--- src/rtl/draw_sequencer.sv ---
// Per-frame arbiter for the shared VGA write port: grants sprite clients in index
// order, forwards the granted client's pixel stream, and flags overruns and hung clients.
module draw_sequencer #(
  parameter int N_CLIENTS      = 4,
  parameter int FRAME_CYCLES   = 833333,
  parameter int TIMEOUT_CYCLES = 65535
) (
  input  logic                    clk,
  input  logic                    resetn,
  input  logic [N_CLIENTS-1:0]    client_mask,
  input  logic [N_CLIENTS-1:0]    client_WriteEn,
  input  logic [15*N_CLIENTS-1:0] client_coords,
  input  logic [9*N_CLIENTS-1:0]  client_colour,
  input  logic [N_CLIENTS-1:0]    client_done,
  output logic [N_CLIENTS-1:0]    enable_draw,
  output logic                    vga_plot,
  output logic [7:0]              vga_x,
  output logic [6:0]              vga_y,
  output logic [8:0]              vga_colour,
  output logic                    frame_tick,
  output logic                    busy,
  output logic                    overrun,
  output logic                    timeout_err
);

  localparam int IW = $clog2(N_CLIENTS + 1);
  localparam int FW = (FRAME_CYCLES > 1) ? $clog2(FRAME_CYCLES) : 1;
  localparam int TW = $clog2(TIMEOUT_CYCLES + 1);

  typedef enum logic [1:0] {IDLE, SCAN, GRANT, WAIT} state_t;

  state_t          state_q, state_d;
  logic [IW-1:0]   idx_q, idx_d;
  logic [TW-1:0]   to_q, to_d;
  logic [FW-1:0]   cnt_q;
  logic            tick_q;
  logic            pending_q, pending_d;
  logic            overrun_q, overrun_d;
  logic            tmo_q, tmo_d;
  logic            plot_q;
  logic [7:0]      x_q;
  logic [6:0]      y_q;
  logic [8:0]      col_q;

  // Packed views of the flat client buses, one element per client.
  logic [N_CLIENTS-1:0][14:0] coords_a;
  logic [N_CLIENTS-1:0][8:0]  colour_a;
  assign coords_a = client_coords;
  assign colour_a = client_colour;

  // Selected-client view; all zero once idx has run past the last client.
  logic                 sel_valid, sel_mask, sel_we, sel_done;
  logic [14:0]          sel_coords;
  logic [8:0]           sel_col;
  logic [N_CLIENTS-1:0] sel_onehot;
  logic                 in_range;

  always_comb begin
    sel_valid  = 1'b0;
    sel_mask   = 1'b0;
    sel_we     = 1'b0;
    sel_done   = 1'b0;
    sel_coords = '0;
    sel_col    = '0;
    sel_onehot = '0;
    for (int i = 0; i < N_CLIENTS; i++) begin
      if (idx_q == IW'(i)) begin
        sel_valid     = 1'b1;
        sel_mask      = client_mask[i];
        sel_we        = client_WriteEn[i];
        sel_done      = client_done[i];
        sel_coords    = coords_a[i];
        sel_col       = colour_a[i];
        sel_onehot[i] = 1'b1;
      end
    end
  end

  assign in_range = (sel_coords[14:7] <= 8'd159) && (sel_coords[6:0] <= 7'd119);

  always_ff @(posedge clk) begin
    if (!resetn) begin
      cnt_q  <= '0;
      tick_q <= 1'b0;
    end else begin
      tick_q <= (cnt_q == FW'(FRAME_CYCLES - 1));
      cnt_q  <= (cnt_q == FW'(FRAME_CYCLES - 1)) ? '0 : cnt_q + 1'b1;
    end
  end

  always_comb begin
    state_d     = state_q;
    idx_d       = idx_q;
    to_d        = to_q;
    pending_d   = pending_q;
    overrun_d   = overrun_q;
    tmo_d       = tmo_q;
    enable_draw = '0;
    // Ticks landing mid-frame collapse into a single deferred frame start.
    if (tick_q && state_q != IDLE) begin
      pending_d = 1'b1;
      overrun_d = 1'b1;
    end
    case (state_q)
      IDLE: begin
        if (tick_q || pending_q) begin
          pending_d = 1'b0;
          idx_d     = '0;
          state_d   = SCAN;
        end
      end
      SCAN: begin
        if (idx_q == IW'(N_CLIENTS))  state_d = IDLE;
        else if (!sel_mask)           idx_d   = idx_q + 1'b1;
        else                          state_d = GRANT;
      end
      GRANT: begin
        enable_draw = sel_onehot;
        to_d        = '0;
        state_d     = WAIT;
      end
      WAIT: begin
        if (sel_done) begin
          idx_d   = idx_q + 1'b1;
          state_d = SCAN;
        end else if (to_q == TW'(TIMEOUT_CYCLES - 1)) begin
          tmo_d   = 1'b1;
          idx_d   = idx_q + 1'b1;
          state_d = SCAN;
        end else begin
          to_d = to_q + 1'b1;
        end
      end
      default: state_d = IDLE;
    endcase
  end

  always_ff @(posedge clk) begin
    if (!resetn) begin
      state_q   <= IDLE;
      idx_q     <= '0;
      to_q      <= '0;
      pending_q <= 1'b0;
      overrun_q <= 1'b0;
      tmo_q     <= 1'b0;
    end else begin
      state_q   <= state_d;
      idx_q     <= idx_d;
      to_q      <= to_d;
      pending_q <= pending_d;
      overrun_q <= overrun_d;
      tmo_q     <= tmo_d;
    end
  end

  // Pixel fields track the granted client even when the write is dropped.
  always_ff @(posedge clk) begin
    if (!resetn) begin
      plot_q <= 1'b0;
      x_q    <= '0;
      y_q    <= '0;
      col_q  <= '0;
    end else begin
      plot_q <= (state_q == WAIT) && sel_we && in_range;
      if (sel_valid) begin
        x_q   <= sel_coords[14:7];
        y_q   <= sel_coords[6:0];
        col_q <= sel_col;
      end
    end
  end

  assign vga_plot    = plot_q;
  assign vga_x       = x_q;
  assign vga_y       = y_q;
  assign vga_colour  = col_q;
  assign frame_tick  = tick_q;
  assign busy        = (state_q != IDLE);
  assign overrun     = overrun_q;
  assign timeout_err = tmo_q;

endmodule

--- config.mk ---
export PLATFORM = sky130hd
export DESIGN_NAME = draw_sequencer
export DESIGN_NICKNAME = d
export VERILOG_FILES = /design/src/rtl/draw_sequencer.sv
export SDC_FILE = /design/constraint.sdc
export NUM_CORES = 1
export LEC_CHECK = 0
export BUFFER_PORTS_ARGS = -buffer_cell sky130_fd_sc_hd__buf_2
export CORE_UTILIZATION = 46
export CTS_BUF_LIST = sky130_fd_sc_hd__clkbuf_4 sky130_fd_sc_hd__clkbuf_8
export CTS_CLUSTER_SIZE = 14
export DETAILED_ROUTE_END_ITERATION = 10
export GPL_TIMING_DRIVEN = 0
export PLACE_DENSITY = 0.83
export SLEW_MARGIN = 20
export SYNTH_ARGS = -nofsm -noshare
export SYNTH_HDL_FRONTEND = slang
export SYNTH_SLANG_ARGS = --single-unit
--- constraint.sdc ---
create_clock -name clk -period 2.05 [get_ports clk]
set_input_delay 0.1025 -clock clk [delete_from_list [all_inputs] [get_ports clk]]
set_output_delay 0.1025 -clock clk [all_outputs]
set_load 0.005 [all_outputs]
# Word level (Yosys, flattened, before mapping)
# Cells that the tools add are included.
[op_classes]
add_sub_neg = 3
magnitude_cmp = 2
eq_ne = 16
mux = 46
n_bitwise = 2
n_reduce_logical = 15
[op_table]
columns = ["op", "n"]
rows = [
  ["$mux W15", 4],
  ["$mux W9", 4],
  ["$mux W16", 2],
  ["$pmux W16 S2", 1],
  ["$mux W1", 22],
  ["$add A20 B1 Y20 const B", 1],
  ["$eq A20 B20 Y1 const B", 1],
  ["$add A16 B1 Y16 const B", 1],
  ["$eq A16 B16 Y1 const B", 1],
  ["$mux W3", 5],
  ["$mux W2", 5],
  ["$ne A2 B2 Y1 const B", 5],
  ["$pmux W3 S3", 1],
  ["$reduce_and A3 Y1", 3],
  ["$le A8 B8 Y1 const B", 1],
  ["$pmux W2 S4", 1],
  ["$le A7 B7 Y1 const B", 1],
  ["$eq A3 B2 Y1 const B", 2],
  ["$ne A3 B3 Y1 const B", 2],
  ["$reduce_and A5 Y1", 1],
  ["$eq A2 B2 Y1 const B", 2],
  ["$logic_and A1 B1 Y1", 4],
  ["$mux W4", 1],
  ["$reduce_bool A2 Y1", 2],
  ["10 further kinds", 11],
]
[totals]
register_bits = 70
in_bits = 110
output_inout_bits = 33
elab_cells = 96

# Depth between registers and ports, before layout
# Gate-level depths: netlist of run 1.
[logic_depth]
ltp_word = 8
depth_mapped = 11
depth_no_buf = 7

# Worst setup path after synthesis of run 1
# No wires, ideal clock.
[synth_timing]
path_type = "flip-flop to flip-flop"
from = "register idx_q[2]"
to = "register idx_q[1]"
setup_time_ns = 0.070
t_arrival_ns = 2.075
t_required_ns = 1.980
slack_ns = -0.095
path_stages_with_launch = 9
n_path_buf = 1
synth_period_minus_slack_ns = 2.145
cell_sequence = "dfxtp_1 -> buf_2 -> inv_1 -> ha_1 -> or2_2 -> a221oi_2 -> nor3_2 -> or4b_1 -> a21oi_1"
[synth_via]
elab_chain_cells = 7
elab_cells_between_ends = 19
cone_classes = "7 x eq/ne; 10 x mux; 2 x reduce/logical"
[synth_lines]
columns = ["item", "line_no", "rtl"]
rows = [
  ["start: declaration", "33", "logic [IW-1:0] idx_q, idx_d;"],
  ["start signal: assignment", "148", "idx_q <= idx_d;"],
  ["$logic_not A3 Y1", "67", "if (idx_q == IW'(i)) begin"],
  ["$mux W1 (4 in series)", "67", ""],
  ["$ne A3 B3 Y1 (no line) (tied with other cells)", "n/a", ""],
  ["$reduce_and A5 Y1 (no line) or $pmux W3 S3 (tied branches)", "n/a", ""],
]
# Parallel ways exist; a longest one is shown, timed or not.
# A chain may end at the register's enable or synchronous reset.

# Final worst setup path of run 1
[layout_timing]
from = "register idx_q[1]"
to = "register idx_q[1]"
# The elaborated chain is that of the path after synthesis.

==> results of run 1 <==
-- final timing paths --
| kind | to |
|---|---|
| max | idx_q[1] |
| max reg2reg | idx_q[1] |
| min | vga_x[2] |
| min reg2reg | overrun |
-- placed cells by master, fill, tap and decap left out, types with 9 or more instances in the layout --
cell type	netlist	layout
sky130_fd_sc_hd__buf_2	8	144
sky130_fd_sc_hd__nor2_1	64	62
sky130_fd_sc_hd__dfxtp_1	70	60
sky130_fd_sc_hd__nand2_1	43	42
sky130_fd_sc_hd__a21oi_1	41	30
sky130_fd_sc_hd__o21ai_0	30	21
sky130_fd_sc_hd__buf_4	0	17
sky130_fd_sc_hd__clkbuf_8	1	14
sky130_fd_sc_hd__nor3_1	14	14
sky130_fd_sc_hd__nand3_1	14	14
sky130_fd_sc_hd__buf_6	0	13
sky130_fd_sc_hd__nand4_1	13	13
sky130_fd_sc_hd__nand2b_1	12	11
sky130_fd_sc_hd__xor2_1	11	11
sky130_fd_sc_hd__a221o_1	10	10
sky130_fd_sc_hd__a21oi_2	0	10
sky130_fd_sc_hd__inv_1	11	9
sky130_fd_sc_hd__a22oi_1	9	9
sky130_fd_sc_hd__ha_1	14	9
-- per-stage QoR --
step,total power (µW),util
6_report,2930,0.671
5_1_grt,3050,0.671
4_1_cts,2930,0.640
3_5_place_dp,1830,0.579
3_3_place_gp,1820,0.579
2_1_floorplan,1630,-
-- final cells by class --
cell class	instances	area [µm²]	share of cell area
Multi-Input combinational cell	375	2590	0.472
Sequential cell	70	1420	0.259
Timing Repair Buffer	164	898	0.164
Buffer	26	204	0.0372
Clock buffer	14	180	0.0329
Tap cell	105	131	0.0240
Inverter	12	47.5	0.00867
Clock inverter	2	15.0	0.00274
-- worst max-delay path: cells and delay by family (launching register included) --
family          cells  cell delay [ns]
buf+inv             1             0.15
flops               1             0.38
simple gates        1             0.55
compound gates      4             0.62
fa+ha+maj           2             0.34
-- logic make-up after synthesis --
logic type	after synthesis	synth area share
and+or+nand+nor	210	0.277
adders and majority gates	14	0.0453
muxes	5	0.0133
AOI/OAI and AO/OA	129	0.216
xor gates and xnor gates	17	0.0385
DFF	70	0.362
buffers and inverters	41	0.0479
-- layer usage --
layer / up-vias / share of wire / track usage
met5: - / 0 / 0
met4: 0 / 0.026 / 0.0987
met1: 2144 / 0.40 / 0.352
met2: 192 / 0.51 / 0.524
met3: 43 / 0.071 / 0.0728
li1: 2113 / - / -
-- synth_stat cells, types with 2 or more instances --
| master | count | area share |
|---|---|---|
| sky130_fd_sc_hd__dfxtp_1 | 70 | 0.36 |
| sky130_fd_sc_hd__nor2_1 | 64 | 0.062 |
| sky130_fd_sc_hd__nand2_1 | 43 | 0.042 |
| sky130_fd_sc_hd__a21oi_1 | 41 | 0.053 |
| sky130_fd_sc_hd__o21ai_0 | 30 | 0.039 |
| sky130_fd_sc_hd__clkbuf_1 | 15 | 0.015 |
| sky130_fd_sc_hd__ha_1 | 14 | 0.045 |
| sky130_fd_sc_hd__nand3_1 | 14 | 0.018 |
| sky130_fd_sc_hd__nor3_1 | 14 | 0.018 |
| sky130_fd_sc_hd__nand4_1 | 13 | 0.021 |
| sky130_fd_sc_hd__nand2b_1 | 12 | 0.019 |
| sky130_fd_sc_hd__inv_1 | 11 | 0.011 |
| sky130_fd_sc_hd__xor2_1 | 11 | 0.025 |
| sky130_fd_sc_hd__a221o_1 | 10 | 0.026 |
| sky130_fd_sc_hd__o31ai_1 | 10 | 0.019 |
| sky130_fd_sc_hd__a221oi_1 | 9 | 0.020 |
| sky130_fd_sc_hd__a22oi_1 | 9 | 0.017 |
| sky130_fd_sc_hd__or3_1 | 9 | 0.015 |
| sky130_fd_sc_hd__a31oi_1 | 8 | 0.013 |
| sky130_fd_sc_hd__buf_2 | 8 | 0.010 |
| sky130_fd_sc_hd__xnor2_1 | 6 | 0.014 |
| sky130_fd_sc_hd__and2_1 | 5 | 0.0081 |
| sky130_fd_sc_hd__and3_1 | 5 | 0.0081 |
| sky130_fd_sc_hd__nor2b_1 | 5 | 0.0081 |
| sky130_fd_sc_hd__or4_1 | 5 | 0.0097 |
| sky130_fd_sc_hd__buf_1 | 4 | 0.0039 |
| sky130_fd_sc_hd__mux2i_1 | 4 | 0.010 |
| sky130_fd_sc_hd__nor4_1 | 4 | 0.0065 |
| sky130_fd_sc_hd__and3_2 | 2 | 0.0039 |
| sky130_fd_sc_hd__and4_1 | 2 | 0.0045 |
| sky130_fd_sc_hd__o21a_1 | 2 | 0.0039 |
| sky130_fd_sc_hd__or4_4 | 2 | 0.0058 |
-- registers in the layout (all words and copies together) (netlist names) --
name and count:
cnt_q 20, to_q 16, vga_colour 9, vga_x 8, vga_y 7, idx_q 3
state_q 2, frame_tick 1, overrun 1, pending_q 1, timeout_err 1, vga_plot 1
-- report_power, final --
part | internal [µW] | leakage, µW | switching (µW)
Clock | 567 | 0.0000958 | 526
Combinational | 214 | 0.00166 | 196
Sequential | 1400 | 0.000577 | 29.6
-- timing repair --
action / in CTS / in global routing
resized for setup: 59 / 72
setup buffers: 16 / 4
pin swaps: 14 / 31
setup endpoints to repair: 49 / 55
gates cloned: 0 / 2
==> qor.csv, run 1 <==
stage,metric,value,unit
timing,number_of_hold_violations_in_the_final_report,0,
die,floorplan.initialDensity,0.473,
power,cellPowerDensity,535,nW/µm²
clocking,cts_buffers,9,
clocking,clockRootBuffer,sky130_fd_sc_hd__clkbuf_8,
place,routability_congestion_estimate,0.947,
global_route,grt_start_max_net_pins,12,
place,place_area,4730,µm²
clocking,cts_stage_hold_buffer_count,0,
logic_synthesis,synth_area,3870,µm²
global_route,grt_pass1_wl,20500,µm
timing,timing.final.ws_setup,-0.0723,ns
final_layout,fill_cells,660,
logic_synthesis,synth_ff_type,sky130_fd_sc_hd__dfxtp_1,
logic_synthesis,post_synth.cell_area_avg,7.96,µm²
place,post-place-ws,-0.702,ns
die,die_width,93.7,µm
die,dieArea,8780,µm²
global_route,gr-usage-all-layers,0.298,
final_layout,share_of_post_route_cells_with_drive_strength_above_1,0.407,
die,design.core.area,8180,µm²
drt,detail_routed_net_length_per_standard_cell,16.9,µm
clocking,ctsLongestPathBuffers,2,
logic_synthesis,seq_area_frac_synth,0.362,
timing,min_period_over_period,1.04,
drt,vias,4492,
timing,setup_tns,-0.187,ns
timing,final_max_slew_viol_count,0,
place,detailedPlacementHpwl,9190,µm
clocking,clock_insertion_delay_worst_skew,0.35,ns
timing,final_period_minus_worst_setup_slack,2.12,ns
setup_path,cp_cell_sequence,"ha_4, ha_4, clkbuf_8, a22o_1, a21oi_2, o311ai_2, or4b_4, a21oi_2",
final_layout,final_area,5480,µm²
setup_path,setup.worst_path.start_class,flip-flop,
outcome,run_status,finished with violations,
power,p_leak,0.00233,µW
clocking,clkSlewWorstSetupHoldPaths,0.07,ns
run,max_cap_violations,0,
clocking,htree_num_levels,3,
logic_synthesis,synth.lib_cells_used.distinct,57,
logic_synthesis,syn_nets,610,
place,post-place-cells,733,
drt,avgViaCountPerCell,5.85,
setup_path,worstSetupStartpoint,idx_q[1],
global_route,grt_antenna_before_repair,0,
setup_path,worst-r2r-cell-count,8,
setup_path,worstSetupPathType,flip-flop to flip-flop,
setup_path,critical-path-slowest-cell,sky130_fd_sc_hd__or4b_4,
timing,maxClockFrequency,0.471,GHz
setup_path,worstReg2RegStart,idx_q[1],
drt,route.detailed.drc,0,
logic_synthesis,share_of_flip_flops_with_an_asynchronous_set_or_reset,0,
hold_path,holdPathStages,3,
setup_path,ff2ff_setup_slack,-0.07,ns
die,io_pins,143,
outcome,failed_checks,negative setup slack,
timing,worst_slew_margin_rel,0.586,
drt,drt_first_pass_iters,5,
place,io_buffers,142,
timing,worstMarginPinSlew,0.616,ns
timing,setup_violations_final,5,
final_layout,nets,782,
setup_path,cp.arrival,2.40,ns
drt,drt-initial-drc-count,314,
die,fp.dieH,93.7,µm
timing,final.setup_skew,0.0104,ns
logic_synthesis,synth_edf_count,0,
clocking,cts_tree,yes,
setup_path,crit_fanout,5,
final_layout,diodes,0,
setup_path,critPathCaptureType,flip-flop,
timing,grt_setup_unrepaired,true,
logic_synthesis,ys_seq_elements,70,
hold_path,path_class_of_the_lowest_slack_min_delay_path,primary input to flip-flop,
final_layout,area_delta_synth_final,41.8,%
final_layout,layout.cells.non_filler,768,
drt,wirelength,13000,µm
global_route,number_of_global_route_vias_before_repair,4353,
setup_path,worst_path_largest_cell_delay,0.55,ns
timing,finalHoldWorstSlack,0.0474,ns
drt,drt.antenna.violating_nets,0,
global_route,grt_overflow,0,
die,placement_rows,33,
clocking,clock-sinks,70,
power,ir_drop,0.405,mV
hold_path,hold_path.startpoint,client_coords[54],
setup_path,critPathRequiredTime,2.32,ns
logic_synthesis,netlist_instances,486,
logic_synthesis,ys.warnings.count,0,
Note: power is estimated with default switching activity, not from simulation.
==> run 2, diff against run 1 <==
- CTS_CLUSTER_SIZE: 14 -> 25
- RECOVER_POWER: unset -> 50
==> run 2 against run 1 <==
  * The flow still finishes with violations (negative setup slack)
  * Clock skew barely moved
  * Combinational power fell by 2%
  * Total power fell by 0.15%
  * Register-to-register slack barely moved
  * Largest power group unchanged
==> qor.csv, run 2 (synthesis results as in run 1) <==
stage,metric,value,unit,change
hold_path,holdPathStages,3,,unchanged
timing,grt_setup_unrepaired,true,,unchanged
drt,wirelength,13000,µm,about the same
setup_path,crit_fanout,5,,unchanged
drt,detail_routed_net_length_per_standard_cell,17.0,µm,was 16.9 µm
die,placement_rows,33,,unchanged
setup_path,cp.arrival,2.40,ns,about the same
setup_path,critPathRequiredTime,2.32,ns,about the same
final_layout,area_of_the_multi_input_gates,2580,µm²,was 2590 µm²
final_layout,nets,782,,unchanged
place,io_buffers,142,,unchanged
final_layout,share_of_post_route_cells_with_drive_strength_above_1,0.374,,was 0.407
global_route,grt_start_max_net_pins,12,,unchanged
timing,worst_slew_margin_rel,0.587,,was 0.586
setup_path,worst-r2r-cell-count,8,,unchanged
setup_path,worstSetupStartpoint,idx_q[1],,unchanged
power,ir_drop,0.398,mV,was 0.405 mV
drt,drt_first_pass_iters,5,,unchanged
setup_path,timing.rr.end,idx_q[1],,unchanged
clocking,cts_stage_hold_buffer_count,0,,unchanged
die,die_width,93.7,µm,unchanged
setup_path,setup.worst_path.start_class,flip-flop,,unchanged
setup_path,worstSetupPathType,flip-flop to flip-flop,,unchanged
final_layout,registers.top_by_ff_count,cnt_q,,unchanged
setup_path,ff2ff_setup_slack,-0.07,ns,about the same
power,total_power,2930,µW,about the same
global_route,grt_overflow,0,,unchanged
timing,timing.final.ws_setup,-0.0728,ns,was -0.0723 ns
timing,worstMarginPinSlew,0.614,ns,was 0.616 ns
clocking,clock-sinks,70,,unchanged
drt,avgViaCountPerCell,5.86,,was 5.85
final_layout,diodes,0,,unchanged
global_route,gr-usage-all-layers,0.298,,unchanged
clocking,clockRootBuffer,sky130_fd_sc_hd__clkbuf_8,,unchanged
die,fp.dieH,93.7,µm,unchanged
final_layout,layout.cells.non_filler,768,,unchanged
timing,setup_tns,-0.170,ns,was -0.187 ns
clocking,ctsLongestPathBuffers,2,,unchanged
clocking,htree_num_levels,3,,unchanged
die,floorplan.initialDensity,0.473,,unchanged
power,p_leak,0.00226,µW,was 0.00233 µW
run,max_cap_violations,0,,unchanged
timing,final.setup_skew,0.0106,ns,was 0.0104 ns
global_route,number_of_global_route_vias_before_repair,4353,,unchanged
outcome,run_status,finished with violations,,unchanged
timing,final_max_slew_viol_count,0,,unchanged
final_layout,fill_cells,674,,was 660
timing,min_period_over_period,1.04,,about the same
power,cellPowerDensity,537,nW/µm²,was 535 nW/µm²
clocking,clock_insertion_delay_worst_skew,0.35,ns,about the same
clocking,cts_tree,yes,,unchanged
final_layout,most_common_cell_after_layout_fill_and_taps_aside,sky130_fd_sc_hd__buf_2,,unchanged
final_layout,register_area,1420,µm²,about the same
setup_path,worstReg2RegStart,idx_q[1],,unchanged
global_route,grt_pass1_wl,20500,µm,unchanged
drt,route.detailed.drc,0,,unchanged
final_layout,area_delta_synth_final,40.8,%,was 41.8%
setup_path,worst_setup_path_endpoint,idx_q[1],,unchanged
hold_path,path_class_of_the_lowest_slack_min_delay_path,primary input to flip-flop,,unchanged
global_route,grt_antenna_before_repair,0,,unchanged
drt,drt-initial-drc-count,333,,was 314
final_layout,layout.cells.most_common_list,"123 x sky130_fd_sc_hd__buf_2, 62 x sky130_fd_sc_hd__nor2_1, 61 x sky130_fd_sc_hd__dfxtp_1",,"was 144 x sky130_fd_sc_hd__buf_2, 62 x sky130_fd_sc_hd__nor2_1, 60 x sky130_fd_sc_hd__dfxtp_1"
die,io_pins,143,,unchanged
place,post-place-cells,733,,unchanged
final_layout,largest_register_ffs,20,,unchanged
timing,final_period_minus_worst_setup_slack,2.12,ns,about the same
die,dieArea,8780,µm²,unchanged
place,routability_congestion_estimate,0.947,,unchanged
timing,maxClockFrequency,0.471,GHz,about the same
timing,setup_violations_final,5,,unchanged
die,design.core.area,8180,µm²,unchanged
clocking,cts_buffers,9,,unchanged
outcome,failed_checks,negative setup slack,,unchanged
place,detailedPlacementHpwl,9190,µm,unchanged
setup_path,critPathCaptureType,flip-flop,,unchanged
clocking,clkSlewWorstSetupHoldPaths,0.08,ns,was 0.07 ns
drt,vias,4501,,was 4492
timing,number_of_hold_violations_in_the_final_report,0,,unchanged
drt,drt.antenna.violating_nets,0,,unchanged
## run 2: cell types whose count changed in the layout (fill, tap and decap cells not counted), sizes merged
cell    before  now
clkbuf      28   50
buf        176  154
## run 2: critical path: stages (launching register included)
cell and delay (ns):
sky130_fd_sc_hd__dfxtp_4 0.38, sky130_fd_sc_hd__ha_4 0.18, sky130_fd_sc_hd__ha_4 0.16, sky130_fd_sc_hd__clkbuf_8 0.15
sky130_fd_sc_hd__a22o_1 0.21, sky130_fd_sc_hd__a21oi_2 0.15, sky130_fd_sc_hd__o311ai_2 0.14, sky130_fd_sc_hd__or4b_4 0.55
sky130_fd_sc_hd__a21oi_2 0.12
## run 2: area by class of cell
| type | count | share of cell area |
|---|---|---|
| buffer | 26 | 0.0374 |
| clock buffer | 14 | 0.0331 |
| clock inverter | 2 | 0.00276 |
| inverter | 12 | 0.00873 |
| multi-input combinational | 375 | 0.473 |
| sequential | 70 | 0.260 |
| tap | 105 | 0.0241 |
| timing repair buffer | 164 | 0.160 |
## run 2: metrics by stage
step	worst slack [ns]	hold WS (ns)	utilization	cell area, µm²
after floorplan	-0.0273	0.300	-	3890
after global placement	-0.627	0.395	0.579	4730
after detailed placement	-0.702	0.404	0.579	4730
after CTS	-0.000298	0.0409	0.640	5230
after global routing	-0.131	0.0676	0.666	5450
final	-0.0728	0.0453	0.666	5450
## run 2: per-layer routing
layer	part of all wire	vias up	wire (µm)	GRT usage
met5	0	-	0	0
met4	0.028	0	371	0.0987
met3	0.076	40	987	0.0728
met2	0.50	217	6550	0.524
met1	0.39	2128	5140	0.352
li1	-	2116	-	-
## run 2: power breakdown
group | internal, µW | switching, µW | total [µW]
Clock | 567 | 528 | 1090
Combinational | 208 | 196 | 404
Sequential | 1400 | 30.3 | 1430
## run 2: worst min-delay path by stage
stage / start / end / slack (ns)
3_5_place_dp: client_coords[54] / vga_x[2] / 0.40
3_3_place_gp: client_coords[54] / vga_x[2] / 0.40
6_report: client_coords[54] / vga_x[2] / 0.05
2_1_floorplan: client_coords[52] / vga_x[0] / 0.30
4_1_cts: client_coords[54] / vga_x[2] / 0.04
5_1_grt: client_coords[56] / vga_x[4] / 0.07
## run 2: what timing repair did
item / 4_1_cts / 5_1_grt
setup endpoints to repair: 49 / 55
gates cloned: 0 / 2
gates resized for setup: 59 / 72
pin swaps: 14 / 31
buffers inserted: 16 / 4
